[src/rtl/link_master.sv]
// link_master: initiator side of a 4-phase req/ack byte link.
// Optional ack-wait timeout enabled by defining LINK_MASTER_TIMEOUT_EN.
module link_master #(
    parameter int NBYTES  = 4,
    parameter int DW      = 8,
    parameter int TIMEOUT = 64
) (
    input  logic                 clk,
    input  logic                 rst,
    input  logic                 start,
    input  logic [NBYTES*DW-1:0] payload,
    input  logic                 ack,
    output logic                 req,
    output logic [DW-1:0]        data,
    output logic                 busy,
    output logic                 done,
    output logic                 err
);

    localparam int IW = (NBYTES > 1) ? $clog2(NBYTES) : 1;

    typedef enum logic [1:0] {
        S_IDLE,
        S_REQ_HI,
        S_REQ_LO
    } state_t;

    state_t          r_state;
    state_t          w_state_nxt;
    logic            r_req;
    logic            w_req_nxt;
    logic [DW-1:0]   r_data;
    logic [DW-1:0]   w_data_nxt;
    logic [IW-1:0]   r_idx;
    logic [IW-1:0]   w_idx_nxt;
    logic [IW-1:0]   w_idx_inc;
    logic            r_done;
    logic            w_done_nxt;
    logic            r_err;
    logic            w_err_nxt;
    logic            w_load;
    logic            w_last;
    logic            w_tmo;
    logic [DW-1:0]   r_bytes [NBYTES];

    assign w_idx_inc = r_idx + IW'(1);
    assign w_last    = (r_idx == IW'(NBYTES - 1));

`ifdef LINK_MASTER_TIMEOUT_EN
    localparam int TW = $clog2(TIMEOUT + 1);

    logic [TW-1:0] r_tcnt;

    // Wait counter: restarts on every state entry, runs while a handshake is pending
    always_ff @(posedge clk) begin
        if (rst) begin
            r_tcnt <= '0;
        end else if ((w_state_nxt != r_state) || (r_state == S_IDLE)) begin
            r_tcnt <= '0;
        end else begin
            r_tcnt <= r_tcnt + TW'(1);
        end
    end

    // Fires on the cycle whose closing edge would bring the count to TIMEOUT
    assign w_tmo = (r_state != S_IDLE) && (r_tcnt == TW'(TIMEOUT - 1));
`else
    logic w_unused_timeout;

    assign w_unused_timeout = (TIMEOUT > 0);
    assign w_tmo            = 1'b0;
`endif

    // State and registered outputs; reset drops req and abandons any transfer
    always_ff @(posedge clk) begin
        if (rst) begin
            r_state <= S_IDLE;
            r_req   <= 1'b0;
            r_data  <= '0;
            r_idx   <= '0;
            r_done  <= 1'b0;
            r_err   <= 1'b0;
        end else begin
            r_state <= w_state_nxt;
            r_req   <= w_req_nxt;
            r_data  <= w_data_nxt;
            r_idx   <= w_idx_nxt;
            r_done  <= w_done_nxt;
            r_err   <= w_err_nxt;
        end
    end

    // Payload snapshot taken when a start is accepted
    always_ff @(posedge clk) begin
        if (w_load) begin
            for (int i = 0; i < NBYTES; i++) begin
                r_bytes[i] <= payload[i*DW +: DW];
            end
        end
    end

    // Next-state and next-output logic for the handshake sequencer
    always_comb begin
        w_state_nxt = r_state;
        w_req_nxt   = r_req;
        w_data_nxt  = r_data;
        w_idx_nxt   = r_idx;
        w_done_nxt  = 1'b0;
        w_err_nxt   = 1'b0;
        w_load      = 1'b0;
        unique case (r_state)
            S_IDLE: begin
                if (start) begin
                    w_load      = 1'b1;
                    w_idx_nxt   = '0;
                    w_data_nxt  = payload[DW-1:0];
                    w_req_nxt   = 1'b1;
                    w_state_nxt = S_REQ_HI;
                end
            end
            S_REQ_HI: begin
                if (ack) begin
                    w_req_nxt   = 1'b0;
                    w_state_nxt = S_REQ_LO;
                end else if (w_tmo) begin
                    w_req_nxt   = 1'b0;
                    w_err_nxt   = 1'b1;
                    w_state_nxt = S_IDLE;
                end
            end
            S_REQ_LO: begin
                if (!ack) begin
                    if (w_last) begin
                        w_done_nxt  = 1'b1;
                        w_state_nxt = S_IDLE;
                    end else begin
                        w_idx_nxt   = w_idx_inc;
                        w_data_nxt  = r_bytes[w_idx_inc];
                        w_req_nxt   = 1'b1;
                        w_state_nxt = S_REQ_HI;
                    end
                end else if (w_tmo) begin
                    w_req_nxt   = 1'b0;
                    w_err_nxt   = 1'b1;
                    w_state_nxt = S_IDLE;
                end
            end
            default: begin
                w_req_nxt   = 1'b0;
                w_state_nxt = S_IDLE;
            end
        endcase
    end

    assign req  = r_req;
    assign data = r_data;
    assign busy = (r_state != S_IDLE);
    assign done = r_done;
    assign err  = r_err;

endmodule

[config.mk]
export PLATFORM = sky130hd
export DESIGN_NAME = link_master
export DESIGN_NICKNAME = d
export VERILOG_FILES = /design/src/rtl/link_master.sv
export SDC_FILE = /design/constraint.sdc
export NUM_CORES = 1
export LEC_CHECK = 0
export CORE_MARGIN = 5
export CORE_UTILIZATION = 32
export CTS_CLUSTER_DIAMETER = 200
export DETAILED_ROUTE_END_ITERATION = 7
export GPL_ROUTABILITY_DRIVEN = 0
export PLACE_DENSITY_LB_ADDON = 0.25
export SLEW_MARGIN = 20
export SYNTH_ARGS = -nofsm -noshare
export SYNTH_HDL_FRONTEND = slang
export SYNTH_SLANG_ARGS = --single-unit
[constraint.sdc]
create_clock -name clk -period 1.81 [get_ports clk]
set_input_delay 0.362 -clock clk [delete_from_list [all_inputs] [get_ports clk]]
set_output_delay 0.362 -clock clk [all_outputs]
set_load 0.05 [all_outputs]
==> results of run 1 <==
stage by stage:
| stage | setup TNS [ns] | cells | setup slack, ns |
|---|---|---|---|
| 6_report | 0 | 272 | 0.115 |
| 5_1_grt | 0 | 272 | 0.0257 |
| 3_5_place_dp | -1.06 | 264 | -0.0723 |
| 3_3_place_gp | -0.704 | 264 | -0.0315 |
| 2_1_floorplan | 0 | 141 | 0.211 |
| 4_1_cts | 0 | 272 | 0.0650 |
Yosys cell counts, types with 2 or more instances:
| library cell | number | area, um^2 |
|---|---|---|
| o32ai_1 | 7 | 61.3 |
| edfxtp_1 | 32 | 961 |
| a211o_1 | 7 | 61.3 |
| mux2_2 | 8 | 90.1 |
| nand2b_1 | 2 | 12.5 |
| a21oi_1 | 3 | 15.0 |
| nand3_1 | 3 | 15.0 |
| buf_2 | 3 | 15.0 |
| clkbuf_1 | 2 | 7.51 |
| nor2_1 | 9 | 33.8 |
| ha_1 | 2 | 25.0 |
| dfxtp_1 | 14 | 280 |
| mux2i_1 | 8 | 80.1 |
| o22ai_1 | 7 | 43.8 |
| nor4b_1 | 2 | 17.5 |
| buf_1 | 2 | 7.51 |
| inv_1 | 7 | 26.3 |
| buf_6 | 2 | 22.5 |
worst min path at each step:
stage                                startpoint                     to  slack, ns  cells after the start
after global placement         req$_SDFFE_PP0P_       req$_SDFFE_PP0P_       0.48                      2
after detailed placement       req$_SDFFE_PP0P_       req$_SDFFE_PP0P_       0.48                      2
after floorplan                             ack        done$_SDFF_PP0_       0.44                      1
after global routing      r_idx[1]$_SDFFE_PP0P_  r_idx[1]$_SDFFE_PP0P_       0.52                      2
final                          req$_SDFFE_PP0P_       req$_SDFFE_PP0P_       0.48                      2
after CTS                      req$_SDFFE_PP0P_       req$_SDFFE_PP0P_       0.49                      2
power by group through the flow:
stage,clock [uW],combinational (uW),sequential (uW)
3_3_place_gp,0,391,1260
4_1_cts,608,402,1250
6_report,585,397,1240
2_1_floorplan,0,156,1320
5_1_grt,654,424,1250
3_5_place_dp,0,401,1270
state kept, by name (all words and copies together), names as in the netlist:
register  flops
data          8
done          1
r_bytes      32
r_idx         2
r_state       2
req           1
per-layer routing:
layer / part of all wire (%) / vias to the layer above / global-route usage (%) / routed length (um)
li1: - / 639 / - / -
met1: 42 / 613 / 14.3 / 1780
met4: 1.2 / 0 / 3.43 / 51
met5: 0 / - / 0 / 0
met3: 4.7 / 5 / 3.39 / 198
met2: 52 / 30 / 20.3 / 2170
cells in the final DEF (no fill, tap or decap), types with 2 or more instances in the layout:
cell / instances
a211o_1: 7
a21oi_1: 3
buf_12: 4
buf_4: 19
clkbuf_8: 5
clkdlybuf4s50_1: 35
dfxtp_1: 14
edfxtp_1: 32
inv_1: 7
mux2_2: 8
mux2i_1: 8
nand2b_1: 2
nand3_1: 3
nor2_1: 9
nor4b_1: 2
o22ai_1: 7
o32ai_1: 7
layout make-up:
type | instances | area, um^2 | area share (%)
sequential | 46 | 1240 | 46.9
multi-input combinational | 77 | 623 | 23.5
timing repair buffer | 58 | 573 | 21.6
tap | 75 | 93.8 | 3.54
clock buffer | 6 | 72.6 | 2.74
inverter | 8 | 35.0 | 1.32
clock inverter | 2 | 8.76 | 0.331
worst max-delay path, stage by stage (launching register included):
cell and delay, ns:
dfxtp_1 0.37, ha_2 0.40, buf_4 0.21, mux2_2 0.36, o22ai_1 0.13, o32ai_1 0.11
cell families (layout without fill, tap and decap cells):
logic type | after synthesis | count (layout) | synth area share, %
flip-flops | 46 | 46 | 63.4
AO/OA/AOI/OAI | 29 | 29 | 11.1
AND/OR/NAND/NOR | 28 | 28 | 9.97
buffers and inverters | 18 | 74 | 4.86
multiplexers | 16 | 16 | 8.70
adder cells (fa/ha/maj) | 2 | 2 | 1.28
other | 1 | 1 | 0.192
XOR/XNOR | 1 | 1 | 0.448
==> results.toml, run 1 <==
[power]
swShare_pct = 24.9
power.switching_uw = 554
powerDensity_nw_per_um2 = 841
finalPower_uw = 2230
power_leakage_uw = 0.000943
ir_drop_mv = 0.493
seqPwrFrac_pct = 55.9
power.internal_uw = 1670
power_frac_clock_pct = 26.3
pwr-share-comb_pct = 17.8

[grt]
gr-total-overflow = 0
track_usage_pct = 11.8
grt_pass1_wl_um = 6950
grt_max_degree = 16
grt_pass1_vias = 1430
antenna_found_initial = 0

[cells_and_area]
num_antenna_cells = 0
num-nets-final = 234
drive_gt1_share_pct = 22.3
fin_area_um2 = 2650
nFillCells = 541
final_util_pct = 44.7
area_delta_synth_final_pct = 35.3

[placement]
hpwlAfterDp_um = 3220
port_buffers = 46
placed_area_um2 = 2560

[worst_setup_path]
critical_path_class = "reg2reg"
rr_worst_depth = 5
worst_ep_arrival_time_ns = 1.86
crit_start = "r_idx[0]$_SDFFE_PP0P_"
endpoint_kind = "flop"
timing.rr.end = "data[2]$_SDFFE_PP0P_"
required_ns = 1.98
path_max_fanout = 9
rrSetupSlack_ns = 0.12
r2r-start = "r_idx[0]$_SDFFE_PP0P_"
endpoint = "data[2]$_SDFFE_PP0P_"
startpoint_type = "flop"

[min_path]
worstHoldPathType = "reg2reg"

[floorplanning]
dieArea_um2 = 7780
rows = 28
fp.coreArea_um2 = 5920
die_y_um = 88.2
pin_count = 48
start_util_pct = 33.1
die_width_um = 88.2

[clock_network]
cts_setup_buffers = 0
htreeDepth = 2
root_buffer = "clkbuf_8"
cts_num_sinks = 46
cts.repair.resized = 0
path_clk_slew_ns = 0.08
numCtsBuffers = 5
cts_buffer_depth = 2
cts_tree = "done"
clk_latency_ns = 0.29
cts_hold_buffers = 0

[route]
wire_per_inst_um = 15.4
routed_via_density = 4.73
antenna_left = 0
drc = 0
first_iter_violations = 52
drt-total-wl_um = 4200
dr_total_vias = 1287
dr.pass1.iters = 4

[sta]
slew_viol_final = 0
setup_viol = 0
hold_slack_ns = 0.484
hold_viol_final = 0
min_period_ns = 1.69
finalCritPeriodShare_pct = 93.6
fmax_mhz = 590
clock_skew_ns = 0.00756
rsz0062_at_grt = "no"

[logic_synthesis]
yosys_warnings = 0
synth_nets = 179
ys_types = 39
ys_ff_latch = 46
synth_cells = 141
avgSynthCellArea_um2 = 13.9
ys_seq_area_share_pct = 63.4
ys.flop_type = "edfxtp_1"
synth_edf_count = 32
ys_async_sr_fraction_pct = 0
syn-cell-area_um2 = 1960

[job]
maxCapViolations = 0

[run_status]
status = "finished clean"
(Power assumes the default switching activity.)
==> inputs of run 2 (changes only) <==
--- a/config.mk
+++ b/config.mk
@@ -9,7 +9,9 @@
 export CORE_UTILIZATION = 32
 export CTS_CLUSTER_DIAMETER = 200
 export DETAILED_ROUTE_END_ITERATION = 7
+export DONT_BUFFER_PORTS = 1
 export GPL_ROUTABILITY_DRIVEN = 0
+export HOLD_SLACK_MARGIN = 0.03
 export PLACE_DENSITY_LB_ADDON = 0.25
 export SLEW_MARGIN = 20
 export SYNTH_ARGS = -nofsm -noshare
==> constraint.sdc (replaced) <==
create_clock -name clk -period 1.81 [get_ports clk]
set_input_delay 0.181 -clock clk [delete_from_list [all_inputs] [get_ports clk]]
set_output_delay 0.181 -clock clk [all_outputs]
set_load 0.05 [all_outputs]
==> results.toml, run 2 (synthesized netlist as in run 1, its figures left out) <==
[grt]
use_met1_pct = 13.3
grt_use_met3_pct = 3.76
track_usage_pct = 11.3
antenna_found_initial = 0
grt_util_met2_pct = 19.3
busiest_layer = "met2"
gr-total-overflow = 0
grt_pass1_vias = 1333
grt_max_degree = 41
grt_pass1_wl_um = 6560

[sta]
clock_skew_ns = 0.00843
hold_viol_final = 0
tightest_slew_ns = 0.619
min_period_ns = 1.65
setup_slack_ns = 0.164
setup_viol = 0
fin_setup_tns_ns = 0
slew_viol_final = 0
fmax_mhz = 607
slew_headroom_pct = 58.6
hold_slack_ns = 0.0585
rsz0062_at_grt = "no"
finalCritPeriodShare_pct = 90.9

[cells_and_area]
layout_common_cells = "35 x dlygate4sd3_1, 32 x edfxtp_1, 14 x dfxtp_1, 14 x buf_4, 9 x nor2_1"
num-nets-final = 225
fin_area_um2 = 2560
largest-register = "r_bytes"
area_delta_synth_final_pct = 30.6
largest_register_ffs = 32
num_antenna_cells = 0
drive_gt1_share_pct = 18.6
final_common_cell = "dlygate4sd3_1"

[clock_network]
cts_setup_buffers = 0
cts_buffer_depth = 2
numCtsBuffers = 5
cts_tree = "done"
path_clk_slew_ns = 0.08
cts_num_sinks = 46
clk_latency_ns = 0.30
root_buffer = "clkbuf_8"
htreeDepth = 2

[power]
power_leakage_uw = 0.000903
ir_drop_mv = 0.508
finalPower_uw = 2320
powerDensity_nw_per_um2 = 908

[placement]
hpwlAfterDp_um = 2720
pre_cts_ws_ns = 0.177
placed_area_um2 = 2100
port_buffers = 0

[worst_setup_path]
worst-path-buf-inv = 1
crit_path_max_incr_delay_ns = 0.54
cpMaxStageDelayCell = "dfxtp_1"
required_ns = 2.06
r2r-start = "r_state[0]$_SDFFE_PP0P_"
path_cells = "or3b_4 -> clkinv_4 -> nor4b_1 -> a31o_1"
crit_start = "r_state[0]$_SDFFE_PP0P_"
worst_ep_arrival_time_ns = 1.89
cpLargestDelayFamily = "simple AND/OR/NAND/NOR gates"
endpoint_kind = "flop"
path_max_fanout = 40
startpoint_type = "flop"
critical_path_class = "reg2reg"

[floorplanning]
start_util_pct = 33.1
pin_count = 48
rows = 28
dieArea_um2 = 7780
fp.coreArea_um2 = 5920
die_y_um = 88.2
die_width_um = 88.2

[job]
maxCapViolations = 0

[run_status]
status = "finished clean"

[route]
wire_per_inst_um = 15.8
first_iter_violations = 98
dr_total_vias = 1279
drc = 0
routed_via_density = 4.86
dr.pass1.iters = 4
antenna_left = 0
drt-total-wl_um = 4140

[min_path]
min_from = "ack"
worstHoldPathType = "in2reg"
[run 2: repair_timing]
action,4_1_cts,5_1_grt
hold buffers,34,1
hold endpoints to repair,45,1
resized for setup,0,0
[run 2: cell type report]
cell class              count  area (um^2)
clock buffers               6         72.6
clock inverters             2         37.5
fillers                   535         3360
inverters                   8         35.0
multi-input cells          77          621
flip-flops and latches     46         1240
well taps                  75         93.8
repair buffers             49          455
[run 2: metal layers]
layer | share of wire (%) | vias to the layer above | wire, um
met3 | 7.1 | 6 | 295
met2 | 51 | 37 | 2100
met1 | 41 | 609 | 1690
met5 | 0 | - | 0
li1 | - | 627 | -
met4 | 1.3 | 0 | 54
[run 2: worst reg2reg max path: cells and delay by family, from the launching register on]
| family | cells | cell delay, ns |
|---|---|---|
| buffers and inverters | 1 | 0.28 |
| DFF | 1 | 0.54 |
| and+or+nand+nor | 2 | 0.65 |
| AOI/OAI and AO/OA | 1 | 0.13 |
[run 2: power breakdown]
| group | total [uW] | switching [uW] | internal [uW] |
|---|---|---|---|
| combinational | 332 | 191 | 141 |
| clock | 752 | 340 | 412 |
| sequential | 1240 | 26.7 | 1210 |
| total | 2320 | 558 | 1760 |
[run 2: worst paths after layout]
kind / endpoint / slack, ns / cells after the start
worst max-delay path: data[0]$_SDFFE_PP0P_ / 0.16 / 4
worst min-delay path: r_state[0]$_SDFFE_PP0P_ / 0.06 / 2
worst max register to register: data[0]$_SDFFE_PP0P_ / 0.16 / 4
worst min register to register: req$_SDFFE_PP0P_ / 0.49 / 2
[run 2: stage by stage]
step,cells,util (%)
floorplan,141,-
global placement,220,35.4
detailed placement,220,35.4
CTS,262,43.0
global route,263,43.2
finish,263,43.2
